==> config.mk <==
export PLATFORM = sky130hd
export DESIGN_NAME = gc_apb_slot_ctrl
export DESIGN_NICKNAME = d
export VERILOG_FILES = /design/src/rtl/gc_apb_pkg.sv /design/src/rtl/gc_apb_timeout.sv /design/src/rtl/gc_apb_slot_ctrl.sv
export SDC_FILE = /design/constraint.sdc
export NUM_CORES = 1
export LEC_CHECK = 0
export BUFFER_PORTS_ARGS = -buffer_cell sky130_fd_sc_hd__buf_2
export CORE_MARGIN = 4
export CORE_UTILIZATION = 40
export DETAILED_ROUTE_END_ITERATION = 8
export PLACE_DENSITY = 0.73
export SETUP_SLACK_MARGIN = 0.4
export SLEW_MARGIN = 20
export SYNTH_ARGS = -nofsm -noshare
export SYNTH_HDL_FRONTEND = slang
export SYNTH_SLANG_ARGS = --single-unit
==> constraint.sdc <==
create_clock -name FAB_CLK -period 1.88 [get_ports FAB_CLK]
set_input_delay 0.188 -clock FAB_CLK [delete_from_list [all_inputs] [get_ports FAB_CLK]]
set_output_delay 0.188 -clock FAB_CLK [all_outputs]
set_load 0.02 [all_outputs]
==> src/rtl/gc_apb_pkg.sv <==
// Shared types and constants for the fabric APB slot controller.
package gc_apb_pkg;

  localparam int unsigned MAX_SLOTS        = 4;
  localparam int unsigned SLOT_IW          = 2;
  localparam int unsigned DATA_W           = 32;
  localparam int unsigned ERRCNT_W         = 8;
  localparam logic [31:0] GC_APB_ERR_RDATA = 32'h0;

  typedef enum logic [2:0] {
    ST_IDLE,
    ST_SETUP,
    ST_ACCESS,
    ST_RESP,
    ST_ERR
  } state_e;

  // A slot is usable only if it exists and is populated.
  function automatic logic slot_valid(input logic [SLOT_IW-1:0]   idx,
                                      input logic [MAX_SLOTS-1:0] mask,
                                      input int unsigned          nslots);
    return (32'(idx) < nslots) && mask[idx];
  endfunction

endpackage

==> src/rtl/gc_apb_timeout.sv <==
// ACCESS-phase stall counter; tc_c flags the cycle in which the stall limit is reached.
module gc_apb_timeout #(
  parameter int unsigned MAX = 255
) (
  input  logic clk,
  input  logic rst_n,
  input  logic clr,
  input  logic en,
  output logic tc_c
);

  localparam int unsigned CW = 16;

  logic [CW-1:0] cnt_q, cnt_d;

  always_comb begin
    cnt_d = cnt_q;
    if (clr) begin
      cnt_d = '0;
    end else if (en && (cnt_q != '1)) begin
      cnt_d = cnt_q + CW'(1);
    end
  end

  always_ff @(posedge clk) begin
    if (!rst_n) begin
      cnt_q <= '0;
    end else begin
      cnt_q <= cnt_d;
    end
  end

  // Counts completed stall cycles, so this stall is the MAX-th one.
  assign tc_c = en && (cnt_q == CW'(MAX - 1));

endmodule

==> src/rtl/gc_apb_slot_ctrl.sv <==
// MSS APB3 to fabric slot bridge with registered slave bus and error reporting.
// Optional stalled-slave timeout enabled by defining GC_APB_TIMEOUT_EN.
module gc_apb_slot_ctrl
  import gc_apb_pkg::*;
#(
  parameter int unsigned          NSLOTS    = 4,
  parameter int unsigned          SLOT_AW   = 8,
  parameter logic [MAX_SLOTS-1:0] SLOT_MASK = 4'b1111,
  parameter int unsigned          TIMEOUT   = 255
) (
  input  logic                     FAB_CLK,
  input  logic                     M2F_RESET_N,
  input  logic                     MSSPSEL,
  input  logic                     MSSPENABLE,
  input  logic                     MSSPWRITE,
  input  logic [31:0]              MSSPADDR,
  input  logic [31:0]              MSSPWDATA,
  output logic [31:0]              MSSPRDATA,
  output logic                     MSSPREADY,
  output logic                     MSSPSLVERR,
  output logic [NSLOTS-1:0]        S_PSEL,
  output logic                     S_PENABLE,
  output logic                     S_PWRITE,
  output logic [SLOT_AW-1:0]       S_PADDR,
  output logic [31:0]              S_PWDATA,
  input  logic [NSLOTS*32-1:0]     S_PRDATA,
  input  logic [NSLOTS-1:0]        S_PREADY,
  input  logic [NSLOTS-1:0]        S_PSLVERR,
  output logic [7:0]               err_count,
  output logic [31:0]              err_addr
);

  localparam int unsigned PRW = MAX_SLOTS * DATA_W;

  if (NSLOTS < 1 || NSLOTS > MAX_SLOTS) begin : g_bad_nslots
    $error("NSLOTS must be 1..4");
  end
  if (TIMEOUT < 1 || TIMEOUT > 65535) begin : g_bad_timeout
    $error("TIMEOUT must be 1..65535");
  end

  state_e                state_q, state_d;
  logic [SLOT_IW-1:0]    slot_q, slot_d;
  logic [31:0]           addr_q, addr_d;
  logic                  pwrite_q, pwrite_d;
  logic [SLOT_AW-1:0]    paddr_q, paddr_d;
  logic [31:0]           pwdata_q, pwdata_d;
  logic [NSLOTS-1:0]     psel_q, psel_d;
  logic                  penable_q, penable_d;
  logic                  mready_q, mready_d;
  logic                  mslverr_q, mslverr_d;
  logic [31:0]           mrdata_q, mrdata_d;
  logic [ERRCNT_W-1:0]   err_count_q, err_count_d;
  logic [31:0]           err_addr_q, err_addr_d;

  logic [SLOT_IW-1:0]    slot_idx_c;
  logic [MAX_SLOTS-1:0]  pready_all_c, pslverr_all_c;
  logic [PRW-1:0]        prdata_all_c;
  logic [31:0]           prdata_arr_c [MAX_SLOTS];
  logic                  to_tc_c;
  logic                  err_evt_c;
  logic [31:0]           err_at_c;

  // Widen slot response buses to the full slot-index range.
  assign slot_idx_c    = MSSPADDR[SLOT_AW+1:SLOT_AW];
  assign pready_all_c  = MAX_SLOTS'(S_PREADY);
  assign pslverr_all_c = MAX_SLOTS'(S_PSLVERR);
  assign prdata_all_c  = PRW'(S_PRDATA);

  always_comb begin
    for (int i = 0; i < MAX_SLOTS; i++) begin
      prdata_arr_c[i] = prdata_all_c[DATA_W*i +: DATA_W];
    end
  end

`ifdef GC_APB_TIMEOUT_EN
  gc_apb_timeout #(
    .MAX (TIMEOUT)
  ) u_timeout (
    .clk   (FAB_CLK),
    .rst_n (M2F_RESET_N),
    .clr   (state_q == ST_SETUP),
    .en    ((state_q == ST_ACCESS) && !pready_all_c[slot_q]),
    .tc_c  (to_tc_c)
  );
`else
  assign to_tc_c = 1'b0;
`endif

  always_comb begin
    state_d     = state_q;
    slot_d      = slot_q;
    addr_d      = addr_q;
    pwrite_d    = pwrite_q;
    paddr_d     = paddr_q;
    pwdata_d    = pwdata_q;
    psel_d      = psel_q;
    penable_d   = penable_q;
    mready_d    = 1'b0;
    mslverr_d   = 1'b0;
    mrdata_d    = GC_APB_ERR_RDATA;
    err_count_d = err_count_q;
    err_addr_d  = err_addr_q;
    err_evt_c   = 1'b0;
    err_at_c    = addr_q;

    unique case (state_q)
      ST_IDLE: begin
        if (MSSPSEL && !MSSPENABLE) begin
          addr_d = MSSPADDR;
          if (slot_valid(slot_idx_c, SLOT_MASK, NSLOTS)) begin
            slot_d    = slot_idx_c;
            pwrite_d  = MSSPWRITE;
            paddr_d   = MSSPADDR[SLOT_AW-1:0];
            pwdata_d  = MSSPWDATA;
            psel_d    = NSLOTS'(MAX_SLOTS'(1) << slot_idx_c);
            penable_d = 1'b0;
            state_d   = ST_SETUP;
          end else begin
            // Unmapped: answer immediately, slave bus untouched.
            mready_d  = 1'b1;
            mslverr_d = 1'b1;
            err_evt_c = 1'b1;
            err_at_c  = MSSPADDR;
            state_d   = ST_ERR;
          end
        end
      end
      ST_SETUP: begin
        penable_d = 1'b1;
        state_d   = ST_ACCESS;
      end
      ST_ACCESS: begin
        if (pready_all_c[slot_q]) begin
          mrdata_d  = pwrite_q ? GC_APB_ERR_RDATA : prdata_arr_c[slot_q];
          mslverr_d = pslverr_all_c[slot_q];
          mready_d  = 1'b1;
          psel_d    = '0;
          penable_d = 1'b0;
          err_evt_c = pslverr_all_c[slot_q];
          state_d   = ST_RESP;
        end else if (to_tc_c) begin
          mready_d  = 1'b1;
          mslverr_d = 1'b1;
          psel_d    = '0;
          penable_d = 1'b0;
          err_evt_c = 1'b1;
          state_d   = ST_ERR;
        end
      end
      ST_RESP, ST_ERR: begin
        state_d = ST_IDLE;
      end
      default: begin
        psel_d    = '0;
        penable_d = 1'b0;
        state_d   = ST_IDLE;
      end
    endcase

    if (err_evt_c) begin
      if (err_count_q != '1) begin
        err_count_d = err_count_q + ERRCNT_W'(1);
      end
      err_addr_d = err_at_c;
    end
  end

  always_ff @(posedge FAB_CLK) begin
    if (!M2F_RESET_N) begin
      state_q     <= ST_IDLE;
      slot_q      <= '0;
      addr_q      <= '0;
      pwrite_q    <= 1'b0;
      paddr_q     <= '0;
      pwdata_q    <= '0;
      psel_q      <= '0;
      penable_q   <= 1'b0;
      mready_q    <= 1'b0;
      mslverr_q   <= 1'b0;
      mrdata_q    <= '0;
      err_count_q <= '0;
      err_addr_q  <= '0;
    end else begin
      state_q     <= state_d;
      slot_q      <= slot_d;
      addr_q      <= addr_d;
      pwrite_q    <= pwrite_d;
      paddr_q     <= paddr_d;
      pwdata_q    <= pwdata_d;
      psel_q      <= psel_d;
      penable_q   <= penable_d;
      mready_q    <= mready_d;
      mslverr_q   <= mslverr_d;
      mrdata_q    <= mrdata_d;
      err_count_q <= err_count_d;
      err_addr_q  <= err_addr_d;
    end
  end

  assign MSSPRDATA  = mrdata_q;
  assign MSSPREADY  = mready_q;
  assign MSSPSLVERR = mslverr_q;
  assign S_PSEL     = psel_q;
  assign S_PENABLE  = penable_q;
  assign S_PWRITE   = pwrite_q;
  assign S_PADDR    = paddr_q;
  assign S_PWDATA   = pwdata_q;
  assign err_count  = err_count_q;
  assign err_addr   = err_addr_q;

endmodule
* After elaboration in Yosys (flattened, before gate mapping) *
Index checks and enable logic that the tools add are counted.

storage, ports and cells
  flip-flop bits (word level) = 157
  logic and storage cells = 74
  input port bits = 205
  output and inout bits = 120

operators by class
  bitwise gates (word level) = 6
  shift-type cells = 1
  $add $sub $neg = 1
  equal/unequal tests = 8
  reductions and logical operators = 12
  muxes and demuxes = 30
  order comparisons = 3

operators with widths
  kind                   count
  $mux W32               5
  $bmux W32 S2           1
  $mux W4                3
  $pmux W4 S3            1
  $mux W1                10
  $mux W3                3
  $pmux W3 S3            1
  $add A8 B1 Y8 const B  1
  $ne A8 B8 Y1 const B   1
  $reduce_and A4 Y1      2
  $bmux W1 S2            3
  $eq A3 B2 Y1 const B   2
  $lt A2 B3 Y1 const B   2
  $ne A2 B2 Y1 const B   3
  $reduce_and A2 Y1      3
  $not A1 Y1             5
  $pmux W1 S2            2
  $pmux W1 S4            1
  $reduce_or A4 Y1       1
  $shl A1 B2 Y4 const A  1
  $eq A3 B1 Y1 const B   1
  $eq A3 B3 Y1 const B   1
  $ge A3 B3 Y1 const B   1
  $logic_not A3 Y1       1
  6 further kinds        6

* Depth between registers and ports, before layout *
Gate-level depths: netlist of run 1.

  depth in word-level cells = 6
  mapped depth = 8
  gate-level depth less buffers = 6

* Worst setup path after synthesis of run 1 *
No wires, ideal clock.

  path kind = reg2reg
  start = register state_q[0]
  end = register addr_q[9]
  clock period less this slack = 1695 ps
  data arrival time = 1625 ps
  library setup time = 70 ps
  cell stages (with the launch flop) = 9
  slack = 185 ps
  path through = dfxtp_1 inv_1 ha_1 inv_1 or2_2 clkbuf_1 clkbuf_1 nand2_1 a21oi_1

between the ends
  cells in the longest elaborated chain, start to end = 2

RTL lines
  what                         RTL line                 RTL
  start: declaration           gc_apb_slot_ctrl.sv:42   state_e state_q, state_d;
  start signal: assignment     gc_apb_slot_ctrl.sv:185  state_q <= state_d;
  $logic_not A3 Y1             gc_apb_slot_ctrl.sv:107  unique case (state_q)
  $reduce_and A2 Y1 (no line)  -
  end signal: assignment       gc_apb_slot_ctrl.sv:187  addr_q <= addr_d;
  end: declaration             gc_apb_slot_ctrl.sv:44   logic [31:0] addr_q, addr_d;

Every way passes these cells.
A chain may end at the register's enable or synchronous reset.

==> results.md, run 1 <==
- Fraction of the mapped netlist area in simple logic gates: 18.63%
- Register-to-Register Path Depth: 5
- Setup TNS: 0 ns
- Final hold viol count: 0
- Worst min-delay path class: in2reg
- Req. time, crit path: 2.16 ns
- Chip height: 131.4 um
- Sequential area share after synthesis: 47.99%
- Xor/xnor share of the synthesized area: 0%
- Lkg Pwr: 4.184 nW
- Fmax: 610.0 MHz
- CP max-delay cell: dfxtp_4
- Most common cell in the netlist: nand2_1
- Worst Hold Depth: 3
- Crit Path Class: reg2reg
- Synthesized instance count: 655
- Via count: 6,403
- R2R Path End: err_count[7]
- Max-slew violations: 0
- CTS Sinks: 146
- EDFF count, synth: 0
- Synth Area in Compound Gates: 12.49%
- Die ar.: 17,270 um^2
- Peak VDD IR: 0.0005949 V
- Htree depth: 4
- Gr ovfl total: 0
- Post-synth ARST share: 0%
- Router iterations before antenna repair: 5
- Longest Clk Path Bufs: 2
- Syn avg cell area: 9.299 um^2
- Worst Hold Slack: 0.01777 ns
- Effective utilization at floorplan: 41.44%
- Combinational Power Share: 28.5%
- Outcome: finished, final reports clean
- TritonCTS buffer count: 17
- Number of buffers added on ports: 324
- Power Density: 997.3 nW/um^2
- Internal power: 6.596 mW
- Most area-hungry cell type in the Yosys netlist: dfxtp_1
- Core area: 14,700 um^2
- Seq pwr share: 36.7%
- Final Total Pwr: 9.562 mW
- Mux cell area share after synthesis: 14.73%
- Hold Startpoint: MSSPWDATA[10]
- Synth top area share: 47.99%
- Largest net degree at the start of global routing: 105
- Clk pwr share: 34.8%
- Final nets: 1,238
- Post-route ant nets: 0
- Slew headroom: 67.42%
- Worst-margin pin slew: 0.4886 ns
- Final setup violation count: 0
- Setup crit start kind: register
- Vias/cell: 5.218
- R2r setup slk: 0.24 ns
- Util after Layout: 65.23%
- Post-DP HPWL: 15.37 mm
- TritonCTS clock tree: done
- Routed Wire Length: 23.19 mm
- Total track usage: 24.99%
- 1st-iter DRT viols: 278
- Period Utilization, post-route: 87.20%
- Unique cell type count in the Yosys netlist: 36
- Commonest cells in the synthesized netlist: nand2_1 (147), dfxtp_1 (146), a21oi_1 (100)
- Clock latency of the later-clocked register in the worst-skew pair: 0.42 ns
- DR DRC count: 0
- RSZ-0062 raised after global routing: yes
- Most used DFF post-synth: dfxtp_1
- Post-synthesis adder-cell area fraction: 1.233%
- Vias in the first global route: 6,336
- Root Buffer: clkbuf_16
- Synth Net Count: 866
- FF-to-FF Start: addr_q[9]
- IO Pins: 325
- Largest family of logic cells by synthesized area: simple AND/OR/NAND/NOR gates
- Initial antenna violation count: 5
- Final Critical Period: 1.639 ns
- Slowest cell delay on critical path: 0.42 ns
- Clock transition at the registers of the reported paths: 0.06 ns
- Skew final: 0.006536 ns
- Placer Congestion: 0.8607
- Max Cap Violations: 0
- CP Cell Sequence: mux2_4 > mux2_2 > buf_12 > a31oi_1 > a311oi_1
- Switch Pwr: 2.967 mW
- Hold Path End: S_PWDATA[10]
- Layout cells sized above 1: 46.25%
- First-pass GRT wire length: 34.51 mm
- Die extent in x: 131.4 um
- Critical path depth in cells: 5
- Sw Share: 31.02%
- Cell row count: 44
- WL per Instance: 18.90 um
- FF+latch count, synth: 146
- Top cells by area, synth: dfxtp_1 (48%), mux4_2 (12%), nand2_1 (9.1%), a21oi_1 (8.2%), nor2b_1 (3.5%)
- Yosys warns: 0
- Worst Path Max Fanout: 33
- Fill count: 1,199
- Synth-to-layout area growth: 57.42%
- Crit path buf inv count: 1
- Worst endpoint data arrival time: 1.92 ns
- Crit path max-delay family: multiplexers
- Mapped cell area: 6091 um^2
- Crit. End Element: register
per-stage QoR:
step	cell area [um^2]	cells	setup slack [ns]
6_report	9588	1227	0.2406
5_1_grt	9588	1227	0.1748
4_1_cts	9251	1207	0.2666
3_5_place_dp	8015	1119	0.1467
3_3_place_gp	8015	1119	0.2004
2_1_floorplan	6289	655	0.3531
per-layer routing:
metal  vias to the layer above  part of all wire, %  GRT usage [%]
met4                         2                  2.3          9.568
li1                       3030                    -              -
met2                       301                   52          44.15
met3                        32                  8.1          7.378
met1                      3038                   38          28.55
met5                         -                0.056              0
timing repair:
action / in CTS / in global routing
hold buffers: 45 / 0
hold endpoints to repair: 45 / 0
buffers inserted: 7 / 8
setup endpoints to repair: 138 / 144
cloned: 4 / 9
pin swaps: 7 / 7
resized for setup: 26 / 22
power by group through the flow:
stage	clock (mW)	combinational [mW]	sequential (mW)
final	3.33	2.72	3.51
after global routing	3.54	2.92	3.54
after CTS	3.39	2.38	3.50
after detailed placement	0	2.15	3.56
after global placement	0	2.12	3.55
after floorplan	0	1.29	3.72
state kept, by name, indices dropped and copies added (netlist names), 2 cells and up:
name       count
MSSPRDATA     32
S_PWDATA      32
err_count      8
S_PSEL         4
addr_q        31
err_addr      32
state_q        2
tightest hold or removal path, cell delays in order:
cell and delay (ns):
buf_2 0.10, nand2_1 0.05, a21oi_1 0.05
worst max path at each step:
| stage | from | endpoint |
|---|---|---|
| 6_report | addr_q[9] | err_count[7] |
| 5_1_grt | addr_q[9] | err_count[6] |
| 4_1_cts | addr_q[9] | err_count[6] |
| 3_3_place_gp | state_q[0] | MSSPRDATA[31] |
| 2_1_floorplan | state_q[0] | MSSPRDATA[10] |
| 3_5_place_dp | state_q[0] | MSSPRDATA[9] |
kinds of logic (layout without fill, tap and decap cells):
| group | after synthesis | after routing |
|---|---|---|
| buf+inv | 66 | 447 |
| compound gates | 144 | 145 |
| simple gates | 245 | 248 |
| other cells | 0 | 3 |
| flops | 146 | 146 |
| fa+ha+maj | 6 | 6 |
| mux | 48 | 48 |
cell type report:
type	count	area [um^2]	area share [%]
flip-flops and latches	146	2945	30.72
repair buffers	409	2643	27.56
inverters	6	28.78	0.3001
multi-input cells	447	3146	32.81
diodes	3	7.507	0.07830
clock buffers	20	466.7	4.868
well taps	184	230.2	2.401
clock inverters	12	121.4	1.266
layout by cell type (no fill, tap or decap), types with 3 or more instances in the layout:
master	instances
a21oi_1	100
buf_12	9
buf_2	324
buf_4	13
buf_6	10
clkbuf_16	23
clkbuf_8	3
clkinv_4	3
clkinvlp_4	4
dfxtp_1	140
dfxtp_4	6
diode_2	3
dlygate4sd3_1	45
ha_1	3
ha_4	3
inv_6	4
mux2i_1	9
mux2i_4	3
mux4_2	33
nand2_1	131
nand2_2	14
nand2b_1	5
nand3_1	37
nor2_1	6
nor2b_1	34
o21ai_0	32
o31ai_1	4
or3_4	4
Note: power is estimated with default switching activity, not from simulation.
==> run 2, diff against run 1 <==
--- a/config.mk
+++ b/config.mk
@@ -6,7 +6,7 @@
 export NUM_CORES = 1
 export LEC_CHECK = 0
 export BUFFER_PORTS_ARGS = -buffer_cell sky130_fd_sc_hd__buf_2
-export CORE_MARGIN = 4
+export CORE_MARGIN = 5
 export CORE_UTILIZATION = 40
 export DETAILED_ROUTE_END_ITERATION = 8
 export PLACE_DENSITY = 0.73
==> results.md, run 2 (same netlist as run 1, synthesis figures left out) <==
- Via count: 6,431
- Largest net degree at the start of global routing: 88
- Placer Congestion: 0.8797
- Chip height: 133.4 um
- Commonest non-fill, non-tap cell in the layout: buf_2
- Worst Path Max Fanout: 6
- Slew headroom: 68.68%
- TritonCTS buffer count: 17
- Worst slack, placed: 0.1815 ns
- Number of buffers added on ports: 324
- Setup crit start kind: register
- Crit. End Element: register
- Router iterations before antenna repair: 7
- Synth-to-layout area growth: 62.65%
- Htree depth: 4
- Final nets: 1,246
- Skew final: 0.01222 ns
- R2R Path End: err_count[4]
- Clock latency of the later-clocked register in the worst-skew pair: 0.42 ns
- Vias in the first global route: 6,399
- Sequential cell area: 2943 um^2
- Cell row count: 45
- Longest Clk Path Bufs: 2
- Util after Layout: 65.66%
- CTS Sinks: 146
- 1st-iter DRT viols: 328
- Met1 WL: 9.461 mm
- Root Buffer: clkbuf_16
- Met2 wire len: 12.50 mm
- Effective utilization at floorplan: 40.36%
- Req. time, crit path: 2.23 ns
- Total track usage: 24.79%
- Layout cells sized above 1: 48.95%
- Routed Wire Length: 24.46 mm
- Clock transition at the registers of the reported paths: 0.07 ns
- FF-to-FF Start: state_q[0]
- DR DRC count: 0
- Gr ovfl total: 0
- Post-DP HPWL: 15.11 mm
- Final Critical Period: 1.692 ns
- Worst setup endpoint: err_count[4]
- IO Pins: 325
- WL per Instance: 19.71 um
- Fmax: 590.9 MHz
- Final hold viol count: 0
- Vias/cell: 5.182
- R2r setup slk: 0.19 ns
- TritonCTS clock tree: done
- Outcome: finished, final reports clean
- Die ar.: 17,800 um^2
- Post-route ant nets: 0
- Fill count: 1,176
- Cell Area, Placed: 8040 um^2
- RSZ-0062 raised after global routing: yes
- Max Cap Violations: 0
- Final setup violation count: 0
- Worst-margin pin slew: 0.4699 ns
- Most frequent cells in the layout: buf_2 (324), dfxtp_1 (140), nand2_1 (135), a21oi_1 (98), dlygate4sd3_1 (34)
- Power Density: 998.8 nW/um^2
- Lkg Pwr: 4.331 nW
- Post-route cell area: 9907 um^2
- Period Utilization, post-route: 90.02%
- Setup TNS: 0 ns
- Initial antenna violation count: 6
- Worst Hold Slack: 0.005406 ns
- Setup ws final: 0.1875 ns
- Area of the multi-input gates: 3201 um^2
- Register-to-Register Path Depth: 7
- Worst min-delay path class: in2reg
- Die extent in x: 133.4 um
- Worst endpoint data arrival time: 2.04 ns
- Max-slew violations: 0
- First-pass GRT wire length: 34.58 mm
- Core area: 15,090 um^2
- Peak VDD IR: 0.0008147 V
- Crit Path Class: reg2reg
- WL met3: 2.042 mm
- DR top layer: met5
- Crit path from: state_q[0]
run 2: cell count changes in the layout (fill, tap and decap cells not counted), sizes merged:
cell | previous run | this run
clkbuf | 26 | 28
inv | 9 | 6
clkinv | 4 | 8
o22a | 2 | 1
diode | 3 | 5
dlygate4sd3 | 45 | 34
or3 | 4 | 3
bufbuf | 0 | 2
clkinvlp | 4 | 3
buf | 358 | 375
run 2: final cells by class:
class                           count  share of cell area (%)
Clock buffer                       20                   4.509
Inverter                            6                  0.2905
Antenna cell                        5                  0.1263
Multi-Input combinational cell    445                   32.31
Clock inverter                     12                   1.111
Sequential cell                   146                   29.70
Timing Repair Buffer              419                   29.58
Tap cell                          188                   2.374
run 2: stage by stage:
| step | power [mW] | cells |
|---|---|---|
| final | 9.895 | 1241 |
| after global routing | 10.31 | 1241 |
| after CTS | 9.446 | 1214 |
| after detailed placement | 5.715 | 1129 |
| after global placement | 5.678 | 1129 |
| after floorplan | 5.005 | 655 |
run 2: critical path, cell delays in order, from the launching register on:
cell      delay (ns)
dfxtp_4         0.35
inv_4           0.06
ha_4            0.17
nand2b_4        0.07
o22a_4          0.27
buf_6           0.15
or4_1           0.40
a21oi_1         0.15
run 2: where the power goes:
part | total [mW] | internal (mW) | switching (mW)
registers | 3.51 | 3.35 | 0.165
clock network | 3.25 | 1.86 | 1.39
logic | 3.13 | 1.56 | 1.57
run 2: worst min-delay path by stage:
stage | depth (start not counted) | end | slack [ns] | from
6_report | 3 | addr_q[20] | 0.005 | MSSPADDR[20]
3_5_place_dp | 3 | S_PWDATA[8] | 0.43 | MSSPWDATA[8]
4_1_cts | 3 | S_PWDATA[19] | 0.00004 | MSSPWDATA[19]
3_3_place_gp | 3 | S_PWDATA[13] | 0.43 | MSSPWDATA[13]
5_1_grt | 3 | addr_q[3] | 0.008 | MSSPADDR[3]
2_1_floorplan | 2 | slot_q[0] | 0.32 | MSSPADDR[8]
run 2: timing repair:
item | CTS | global route
resized for setup | 58 | 38
pin swaps | 17 | 14
endpoints found under the setup margin | 143 | 145
cloned | 7 | 11
setup buffers | 13 | 10
endpoints found under the hold margin | 33 | 1
hold buffers | 33 | 1
run 2: per-layer routing:
layer,vias up,GRT usage [%]
li1,3037,-
met1,3072,28.62
met2,290,43.48
met3,30,7.553
met4,2,8.914
met5,-,0
